### src/rtl/viexo_console_pkg.sv
// Shared types and constants for the viexo console writer.
// HT decoding is present only when VIEXO_CONSOLE_TAB_EN is defined.
package viexo_console_pkg;

  typedef enum logic [2:0] {
    IDLE,
    GAP,
    CLR_ROW,
    CLR_ALL,
    TAB
  } state_e;

  localparam logic [7:0] CR  = 8'h0D;
  localparam logic [7:0] LF  = 8'h0A;
  localparam logic [7:0] BS  = 8'h08;
  localparam logic [7:0] FF  = 8'h0C;
  localparam logic [7:0] HT  = 8'h09;
  localparam logic [7:0] DEL = 8'h7F;

  typedef struct packed {
    logic [7:0] x;
    logic [7:0] y;
  } cell_t;

endpackage

### src/rtl/viexo_console_cursor.sv
// Text cursor register: advance with row wrap, back, CR, home and LF.
// o_row_req pulses for one cycle after any line advance.
module viexo_console_cursor
  import viexo_console_pkg::*;
#(
  parameter int COLS = 80,
  parameter int ROWS = 30
) (
  input  logic  clk,
  input  logic  rst_n,
  input  logic  i_adv,
  input  logic  i_lf,
  input  logic  i_back,
  input  logic  i_cr,
  input  logic  i_home,
  output cell_t o_pos,
  output logic  o_row_req
);

  localparam logic [7:0] COLS_M1 = 8'(COLS - 1);
  localparam logic [7:0] ROWS_M1 = 8'(ROWS - 1);

  cell_t r_pos;
  logic  r_row_req;

  always_ff @(posedge clk or negedge rst_n) begin
    if (!rst_n) begin
      r_pos     <= '0;
      r_row_req <= 1'b0;
    end else begin
      r_row_req <= 1'b0;
      if (i_home) begin
        r_pos <= '0;
      end else if (i_cr) begin
        r_pos.x <= 8'd0;
      end else if (i_back) begin
        r_pos.x <= r_pos.x - 8'd1;
      end else if (i_adv || i_lf) begin
        if (i_adv && (r_pos.x < COLS_M1)) begin
          r_pos.x <= r_pos.x + 8'd1;
        end else begin
          // LF keeps the column; only a printable wrap returns it to 0
          if (i_adv) r_pos.x <= 8'd0;
          r_pos.y   <= (r_pos.y < ROWS_M1) ? r_pos.y + 8'd1 : 8'd0;
          r_row_req <= 1'b1;
        end
      end
    end
  end

  assign o_pos     = r_pos;
  assign o_row_req = r_row_req;

endmodule

### src/rtl/viexo_console_writer.sv
// ASCII stream front end: cursor tracking, control decode, cell write slots.
// Define VIEXO_CONSOLE_TAB_EN to enable HT (tab stops every 8 columns).
//   state   | meaning
//   IDLE    | ready for a byte
//   GAP     | wen=1 cycle of a single write, wen drops next
//   CLR_ROW | blanking the cursor row
//   CLR_ALL | blanking the whole raster
//   TAB     | blanking cells up to the next tab stop
module viexo_console_writer
  import viexo_console_pkg::*;
#(
  parameter int         COLS  = 80,
  parameter int         ROWS  = 30,
  parameter logic [7:0] BLANK = 8'h20
) (
  input  logic       aclk,
  input  logic       aresetn,
  input  logic [7:0] s_tdata,
  input  logic       s_tvalid,
  output logic       s_tready,
  output logic       wen,
  output logic [7:0] wput_x,
  output logic [7:0] wput_y,
  output logic [7:0] wput_c,
  output logic       busy
);

  localparam logic [7:0] COLS_M1 = 8'(COLS - 1);
  localparam logic [7:0] ROWS_M1 = 8'(ROWS - 1);

  state_e     r_state, w_state_nx;
  logic       r_wen, w_wen_nx;
  logic [7:0] r_x, r_y, r_c, w_x_nx, w_y_nx, w_c_nx;
  logic [7:0] r_cnt_x, r_cnt_y, w_cnt_x_nx, w_cnt_y_nx;
  logic       r_ph, w_ph_nx;
  logic       r_tready;
  logic       w_accept;
  logic       w_adv, w_lf, w_back, w_cr, w_home;
  cell_t      w_pos;
  logic       w_row_req;

  viexo_console_cursor #(.COLS(COLS), .ROWS(ROWS)) u_cursor (
    .clk       (aclk),
    .rst_n     (aresetn),
    .i_adv     (w_adv),
    .i_lf      (w_lf),
    .i_back    (w_back),
    .i_cr      (w_cr),
    .i_home    (w_home),
    .o_pos     (w_pos),
    .o_row_req (w_row_req)
  );

  assign w_accept = s_tvalid & r_tready;

  always_ff @(posedge aclk or negedge aresetn) begin
    if (!aresetn) begin
      r_state  <= IDLE;
      r_wen    <= 1'b0;
      r_x      <= 8'd0;
      r_y      <= 8'd0;
      r_c      <= 8'd0;
      r_cnt_x  <= 8'd0;
      r_cnt_y  <= 8'd0;
      r_ph     <= 1'b0;
      r_tready <= 1'b0;
    end else begin
      r_state  <= w_state_nx;
      r_wen    <= w_wen_nx;
      r_x      <= w_x_nx;
      r_y      <= w_y_nx;
      r_c      <= w_c_nx;
      r_cnt_x  <= w_cnt_x_nx;
      r_cnt_y  <= w_cnt_y_nx;
      r_ph     <= w_ph_nx;
      r_tready <= (w_state_nx == IDLE);
    end
  end

  always_comb begin
    w_state_nx = r_state;
    w_wen_nx   = 1'b0;
    w_x_nx     = r_x;
    w_y_nx     = r_y;
    w_c_nx     = r_c;
    w_cnt_x_nx = r_cnt_x;
    w_cnt_y_nx = r_cnt_y;
    w_ph_nx    = r_ph;
    w_adv      = 1'b0;
    w_lf       = 1'b0;
    w_back     = 1'b0;
    w_cr       = 1'b0;
    w_home     = 1'b0;
    case (r_state)
      IDLE: begin
        w_cnt_x_nx = 8'd0;
        w_cnt_y_nx = 8'd0;
        w_ph_nx    = 1'b0;
        if (w_accept) begin
          if ((s_tdata >= 8'h20) && (s_tdata != DEL)) begin
            w_wen_nx   = 1'b1;
            w_x_nx     = w_pos.x;
            w_y_nx     = w_pos.y;
            w_c_nx     = s_tdata;
            w_adv      = 1'b1;
            w_state_nx = GAP;
          end else begin
            case (s_tdata)
              CR: w_cr = 1'b1;
              LF: begin
                w_lf       = 1'b1;
                w_state_nx = CLR_ROW;
              end
              BS: begin
                if (w_pos.x != 8'd0) begin
                  w_back     = 1'b1;
                  w_wen_nx   = 1'b1;
                  w_x_nx     = w_pos.x - 8'd1;
                  w_y_nx     = w_pos.y;
                  w_c_nx     = BLANK;
                  w_state_nx = GAP;
                end
              end
              FF: begin
                w_home     = 1'b1;
                w_state_nx = CLR_ALL;
              end
`ifdef VIEXO_CONSOLE_TAB_EN
              HT: w_state_nx = TAB;
`endif
              default: ;
            endcase
          end
        end
      end
      GAP: w_state_nx = w_row_req ? CLR_ROW : IDLE;
      CLR_ROW: begin
        if (!r_ph) begin
          w_wen_nx = 1'b1;
          w_x_nx   = r_cnt_x;
          w_y_nx   = w_pos.y;
          w_c_nx   = BLANK;
          w_ph_nx  = 1'b1;
        end else begin
          w_ph_nx    = 1'b0;
          w_cnt_x_nx = r_cnt_x + 8'd1;
          if (r_cnt_x == COLS_M1) w_state_nx = IDLE;
        end
      end
      CLR_ALL: begin
        if (!r_ph) begin
          w_wen_nx = 1'b1;
          w_x_nx   = r_cnt_x;
          w_y_nx   = r_cnt_y;
          w_c_nx   = BLANK;
          w_ph_nx  = 1'b1;
        end else begin
          w_ph_nx = 1'b0;
          if (r_cnt_x == COLS_M1) begin
            w_cnt_x_nx = 8'd0;
            if (r_cnt_y == ROWS_M1) w_state_nx = IDLE;
            else w_cnt_y_nx = r_cnt_y + 8'd1;
          end else begin
            w_cnt_x_nx = r_cnt_x + 8'd1;
          end
        end
      end
`ifdef VIEXO_CONSOLE_TAB_EN
      TAB: begin
        if (!r_ph) begin
          w_wen_nx = 1'b1;
          w_x_nx   = w_pos.x;
          w_y_nx   = w_pos.y;
          w_c_nx   = BLANK;
          w_ph_nx  = 1'b1;
        end else begin
          // stepping past the last column wraps the cursor and clears the new row
          w_ph_nx = 1'b0;
          w_adv   = 1'b1;
          if (w_pos.x == COLS_M1) w_state_nx = CLR_ROW;
          else if (w_pos.x[2:0] == 3'd7) w_state_nx = IDLE;
        end
      end
`endif
      default: w_state_nx = IDLE;
    endcase
  end

  assign s_tready = r_tready;
  assign wen      = r_wen;
  assign wput_x   = r_x;
  assign wput_y   = r_y;
  assign wput_c   = r_c;
  assign busy     = (r_state != IDLE);

endmodule
### config.mk
export PLATFORM = sky130hd
export DESIGN_NAME = viexo_console_writer
export DESIGN_NICKNAME = d
export VERILOG_FILES = /design/src/rtl/viexo_console_pkg.sv /design/src/rtl/viexo_console_cursor.sv /design/src/rtl/viexo_console_writer.sv
export SDC_FILE = /design/constraint.sdc
export NUM_CORES = 1
export LEC_CHECK = 0
export CAP_MARGIN = 40
export CORE_ASPECT_RATIO = 1.25
export CORE_MARGIN = 3
export CORE_UTILIZATION = 52
export CTS_CLUSTER_SIZE = 8
export DETAILED_ROUTE_END_ITERATION = 12
export PLACE_DENSITY = 0.77
export SLEW_MARGIN = 20
export SYNTH_ARGS = -nofsm -noshare
export SYNTH_HDL_FRONTEND = slang
export SYNTH_HIERARCHICAL = 1
export SYNTH_SLANG_ARGS = --single-unit
### constraint.sdc
create_clock -name aclk -period 2.65 [get_ports aclk]
set_input_delay 0.53 -clock aclk [delete_from_list [all_inputs] [get_ports aclk]]
set_output_delay 0.53 -clock aclk [all_outputs]
set_load 0.05 [all_outputs]
==> metrics, run 1 <==
status=finished with violations; failing checks=setup timing; clk buf depth=2; Worst-Margin Slew=0.575 ns; CTS tree=done; pin count of the biggest net entering global routing=40; CTS Buf Count=9; first-pass GRT wire length=16.6 mm; Synth Register Bits=63; sw frac=38.9%; Leakage Power=0.00215 uW; Cell Area, Synth=3720 um2; final worst clock skew=0.0100 ns; Slew Limit Headroom=61.7%; Pwr Total=3990 uW; Core ar.=6770 um2; Synth area leader=dfrtp_1; Avg WL per Cell=17.9 um; n_diodes=0; H-tree level count=3; final period utilization=101%; area share of the largest cell type after synthesis=42.3%; CTS Sinks=63; worst skew pair latency=0.35 ns; top post-synthesis cells by area=dfrtp_1 (42%), mux2_2 (3.9%), o21ai_0 (3.9%); Placer Congestion=0.881; syn nets=413; Pre-antenna DRT Iters=5; antenna violations before repair=0; footprint of the multi-input gates=2050 um2; worst hold slack=0.178 ns; CP Capture Type=flop; sequence of cells on the critical path=buf_6 -> nor4_4 -> nand2_1 -> or4_4 -> a211oi_4 -> or4b_4 -> or3_4 -> a2111o_1 -> o211ai_2; max_cap viols=0; GRT Residual Overflow=0; Reg clk slew, reported paths=0.08 ns; Routed Wire Length=10.2 mm; Req. time, crit path=2.92 ns; worst r2r src=u_cursor/o_pos[9]; io pins=38; combinational share of power=41.6%; Root Driver=clkbuf_8; Crit Path Max Fanout=2; Critical-path top delay cell=or4b_4; Syn Area/Cell=9.47 um2; crit path DAT=2.95 ns; Clock power frac=26.2%; die width=81.7 um; async set or reset register ratio after synthesis=100%; Area growth syn-to-layout=29.6%; Post-DP HPWL=7.32 mm; Synth Instances=393; setup ws final=-0.0284 ns; Power Dens Cells=826 nW/um2; Worst IR Drop VDD=0.595 mV; Post-synth EDFFs=0; Achievable Freq=373 MHz; share of cells above drive strength 1=23.8%; startpoint types=primary input; Worst Setup SP=s_tdata[6]; Tightest Hold Check Type=in -> async; Tmin final=2.68 ns; Warnings, synthesis=6; Netlist cell types=60; final slew viol count=0; switching pwr=1550 uW; Starting Density=55.0%; part of the power in registers=32.2%; routed vias=3,524; RSZ-0062 raised after global routing=yes; Final #Nets=499; port bufs=37; Die Area=8220 um2; gr usage total=26.1%; Fill cells=513; Crit path largest cell delay=0.50 ns; antenna viol nets, final=0; DR iter-0 viols=257; Seq. cell area=1580 um2; Rows=33; cell internal pwr=2440 uW; sequential area share after synthesis=42.3%; vias in the first global route=3,427; Setup CP Type=in -> reg; vias per std cell=6.17; ys flop type=dfrtp_1; final setup fails=1; final hold vios=0; die height=101 um; drc violations=0
per-stage QoR:
step	worst slack [ns]	setup TNS (ns)	instance area, um2	util [%]	instances
2_1_floorplan	-0.126	-0.126	3740	-	393
3_3_place_gp	-0.708	-12.68	4510	66.6	552
3_5_place_dp	-0.761	-13.83	4510	66.6	552
4_1_cts	-0.00672	-0.00672	4800	70.8	571
5_1_grt	-0.0929	-0.113	4830	71.3	571
6_report	-0.0284	-0.0284	4830	71.3	571
power by group through the flow:
stage | Sequential (uW) | Clock (uW) | Combinational [uW]
2_1_floorplan | 1720 | 0 | 607
3_3_place_gp | 1290 | 0 | 1590
3_5_place_dp | 1300 | 0 | 1620
4_1_cts | 1280 | 1060 | 1630
5_1_grt | 1310 | 1100 | 1770
6_report | 1280 | 1040 | 1660
worst max-delay path: cells and delay by family:
kind	cells	cell delay, ns
simple gates	5	1.69
buf+inv	1	0.10
compound gates	3	0.63
registers in the layout, indices dropped and copies added (netlist names):
register	cells
s_tready	1
wput_y	8
wput_x	8
r_cnt_x	8
u_cursor/o_row_req	1
r_ph	1
wput_c	8
r_cnt_y	8
wen	1
u_cursor/o_pos	16
r_state	3
timing repair:
| item | CTS | global route |
|---|---|---|
| buffers inserted | 3 | 1 |
| pin swaps | 3 | 2 |
| hold buffers | 0 | 0 |
| gates resized for setup | 28 | 5 |
| endpoints found under the hold margin | 0 | 0 |
| setup endpoints to repair | 14 | 7 |
cell type report:
| cell class | instances | share of cell area, % |
|---|---|---|
| Inverter | 19 | 1.58 |
| Timing Repair Buffer | 90 | 16.0 |
| Tap cell | 87 | 2.26 |
| Sequential cell | 63 | 32.7 |
| Clock buffer | 9 | 2.57 |
| Clock inverter | 7 | 2.49 |
| Multi-Input combinational cell | 296 | 42.5 |
kinds of logic (layout without fill, tap and decap cells):
logic type / Yosys count / in the layout / synth area share, %
flip-flops: 63 / 63 / 42.3
buffers and inverters: 34 / 125 / 4.50
AO/OA/AOI/OAI: 83 / 83 / 14.9
multiplexers: 24 / 24 / 8.10
XOR/XNOR: 4 / 4 / 0.941
adder cells (fa/ha/maj): 9 / 9 / 3.02
AND/OR/NAND/NOR: 175 / 175 / 26.1
other: 1 / 1 / 0.101
cells in the final DEF (no fill, tap or decap), types with 9 or more instances in the layout:
cell,instances
buf_4,53
clkbuf_8,9
dfrtp_1,63
nand2_1,36
nand3_1,23
o21ai_0,29
clkdlybuf4s50_1,27
or3_1,13
nor2_1,24
mux2_4,9
inv_1,18
mux2_2,13
and3_1,9
a21oi_1,12
nand4_1,14
ha_1,9
routing by layer:
layer | share of wire (%) | up-vias | GRT usage (%)
li1 | - | 1630 | -
met1 | 41 | 1731 | 33.1
met2 | 51 | 140 | 43.9
met3 | 5.6 | 23 | 5.46
met4 | 2.3 | 0 | 8.70
met5 | 0 | - | 0
worst paths after layout:
kind | slack [ns] | cells past startpoint | end
min in group aclk | 0.50 | 2 | wput_c[1]
setup reg to reg | 0.13 | 9 | u_cursor/o_pos[13]
hold / removal | 0.18 | 1 | r_cnt_x[7]
hold reg to reg | 0.50 | 2 | wput_c[1]
setup / recovery | -0.03 | 9 | u_cursor/o_pos[13]
max in group asynchronous | 1.87 | 2 | wput_x[1]
synth_stat cells (6+ instances only):
cell and number:
nand3_1 24, a21oi_1 12, nor2_1 24, ha_1 9
clkbuf_1 10, or3_1 14, o21ai_0 29, a31oi_1 6
o31ai_1 7, mux2_4 9, nor3_1 8, dfrtp_1 63
inv_1 18, nand2b_1 7, or4_1 6, and3_1 9
mux2_2 13, nand2_1 36, nand4_1 14
No activity file was read; power rests on OpenSTA's default activity.
==> inputs of run 2 (changes only) <==
--- a/config.mk
+++ b/config.mk
@@ -11,6 +11,7 @@
 export CORE_UTILIZATION = 52
 export CTS_CLUSTER_SIZE = 8
 export DETAILED_ROUTE_END_ITERATION = 12
+export GPL_TIMING_DRIVEN = 0
 export PLACE_DENSITY = 0.77
 export SLEW_MARGIN = 20
 export SYNTH_ARGS = -nofsm -noshare
==> metrics, run 2 (same netlist as run 1, synthesis figures left out) <==
status=finished with violations; failing checks=setup timing; Worst IR Drop VDD=0.595 mV (about the same); routed vias=3,394 (-3.7%); clk buf depth=2 (unchanged); first-pass GRT wire length=16.2 mm (-2.5%); CTS tree=done; Root Driver=clkbuf_8; max_cap viols=0 (unchanged); CTS Buf Count=9 (unchanged); most common library cell in the layout ignoring fill and taps=dfrtp_1; CTS Sinks=63 (unchanged); worst hold slack=0.0654 ns (-0.113 ns); antenna violations before repair=0 (unchanged); startpoint types=primary input; Leakage Power=0.00201 uW (-6.4%); Rows=33 (unchanged); final setup fails=1 (unchanged); Placer Congestion=0.881 (about the same); H-tree level count=3 (unchanged); final slew viol count=0 (unchanged); share of cells above drive strength 1=18.0% (-5.7 points); vias per std cell=6.26 (+1.5%); # hold bufs at CTS=0 (unchanged); Worst-Margin Slew=0.536 ns (-0.0394 ns); drc violations=0 (unchanged); GRT Residual Overflow=0 (unchanged); io pins=38 (unchanged); worst skew pair latency=0.35 ns (about the same); cell internal pwr=2520 uW (+3.4%); switching pwr=1540 uW (-0.91%); TNS Setup=-0.0475 ns (-0.0191 ns); Pre-antenna DRT Iters=6 (+1); max FFs per register=16 (unchanged); Clock power frac=29.0% (+2.8 points); part of the power in registers=34.3% (+2.1 points); Die Area=8220 um2 (unchanged); Post-DP HPWL=6.74 mm (-7.9%); fin cells=542 (-5.1%); final period utilization=102% (+0.72 points); Post-Place Cells=518 (-6.2%); Setup CP Type=in -> reg; final hold vios=0 (unchanged); Tmin final=2.70 ns (+0.0191 ns); Avg WL per Cell=18.3 um (+1.9%); die height=101 um (unchanged); most frequent cells in the layout=dfrtp_1 (61), nand2_1 (36), o21ai_0 (28); CP Capture Type=flop; Req. time, crit path=2.92 ns (about the same); Tightest Hold Check Type=in -> async; crit path DAT=2.96 ns (about the same); port bufs=37 (unchanged); DP Worst Slack=-1.06 ns (-0.296 ns); setup ws final=-0.0475 ns (-0.0191 ns); Starting Density=55.0% (unchanged); Power Dens Cells=863 nW/um2 (+4.5%); Final #Nets=470 (-5.8%); final worst clock skew=0.00666 ns (-0.00339 ns); DR iter-0 viols=244 (-5.1%); Routed Wire Length=9.89 mm (-3.3%); Area growth syn-to-layout=26.1%; Reg clk slew, reported paths=0.08 ns (about the same); Slew Limit Headroom=63.8% (+2.2 points); die width=81.7 um (unchanged); n_diodes=0 (unchanged); antenna viol nets, final=0 (unchanged); Pwr Total=4050 uW (+1.7%); Core ar.=6770 um2 (unchanged); sw frac=37.9% (-1.0 points); RSZ-0062 raised after global routing=yes; vias in the first global route=3,328 (-2.9%); combinational share of power=36.7% (-4.9 points); Crit Path Max Fanout=7 (+5); pin count of the biggest net entering global routing=43 (+7.5%); gr usage total=25.2% (-0.86 points); Achievable Freq=371 MHz (-0.71%)
==> run 2: cell count changes in the layout (fill, tap and decap cells not counted), sizes merged <==
cell	previous run	this run
clkbuf	9	21
inv	19	18
bufinv	3	4
buf	58	19
clkinv	3	1
==> run 2: per-layer routing <==
metal / up-vias / GRT usage [%] / part of all wire (%)
met2: 120 / 41.3 / 51
li1: 1580 / - / -
met5: - / 0 / 0
met3: 15 / 2.95 / 5.0
met1: 1679 / 33.8 / 42
met4: 0 / 9.97 / 2.1
==> run 2: power groups by stage <==
stage / Clock [uW] / Combinational, uW / Sequential, uW
2_1_floorplan: 0 / 607 / 1720
5_1_grt: 1230 / 1600 / 1420
3_3_place_gp: 0 / 1370 / 1370
4_1_cts: 1180 / 1430 / 1370
3_5_place_dp: 0 / 1410 / 1380
6_report: 1180 / 1490 / 1390
==> run 2: cell type report <==
cell class                      count  area (um2)
Sequential cell                    63        1580
Tap cell                           87         109
Fill cell                         526        2070
Multi-Input combinational cell    296        2100
Buffer                             15         104
Timing Repair Buffer               46         453
Clock buffer                       11         151
Inverter                           19        76.3
Clock inverter                      5         128
==> run 2: worst paths after layout <==
path                                 endpoint         startpoint  cells past startpoint  slack [ns]
min reg2reg                         wput_c[1]          wput_c[1]                      2        0.49
min in group aclk                   wput_c[1]          wput_c[1]                      2        0.49
max in group asynchronous   u_cursor/o_pos[8]            aresetn                      2        2.04
max                        u_cursor/o_pos[13]         s_tdata[6]                      9       -0.05
max reg2reg                u_cursor/o_pos[13]  u_cursor/o_pos[8]                      9           0
min                                 wput_y[4]            aresetn                      1        0.07
==> run 2: through the flow <==
step	area, um2	util (%)
4_1_cts	4600	68.0
3_5_place_dp	4240	62.6
5_1_grt	4700	69.4
3_3_place_gp	4220	62.4
2_1_floorplan	3740	-
6_report	4700	69.4
==> run 2: what timing repair did <==
| action | CTS | global route |
|---|---|---|
| pin swaps | 4 | 4 |
| endpoints found under the setup margin | 27 | 26 |
| buffers inserted | 6 | 2 |
| resized for setup | 38 | 22 |
| endpoints found under the hold margin | 0 | 0 |
==> run 2: critical path: stages <==
cell      delay [ns]
buf_12          0.11
nor4_4          0.28
nand2_1         0.12
or4_4           0.44
a211oi_4        0.18
or4b_4          0.50
or3_4           0.34
a2111o_1        0.38
o211ai_2        0.06
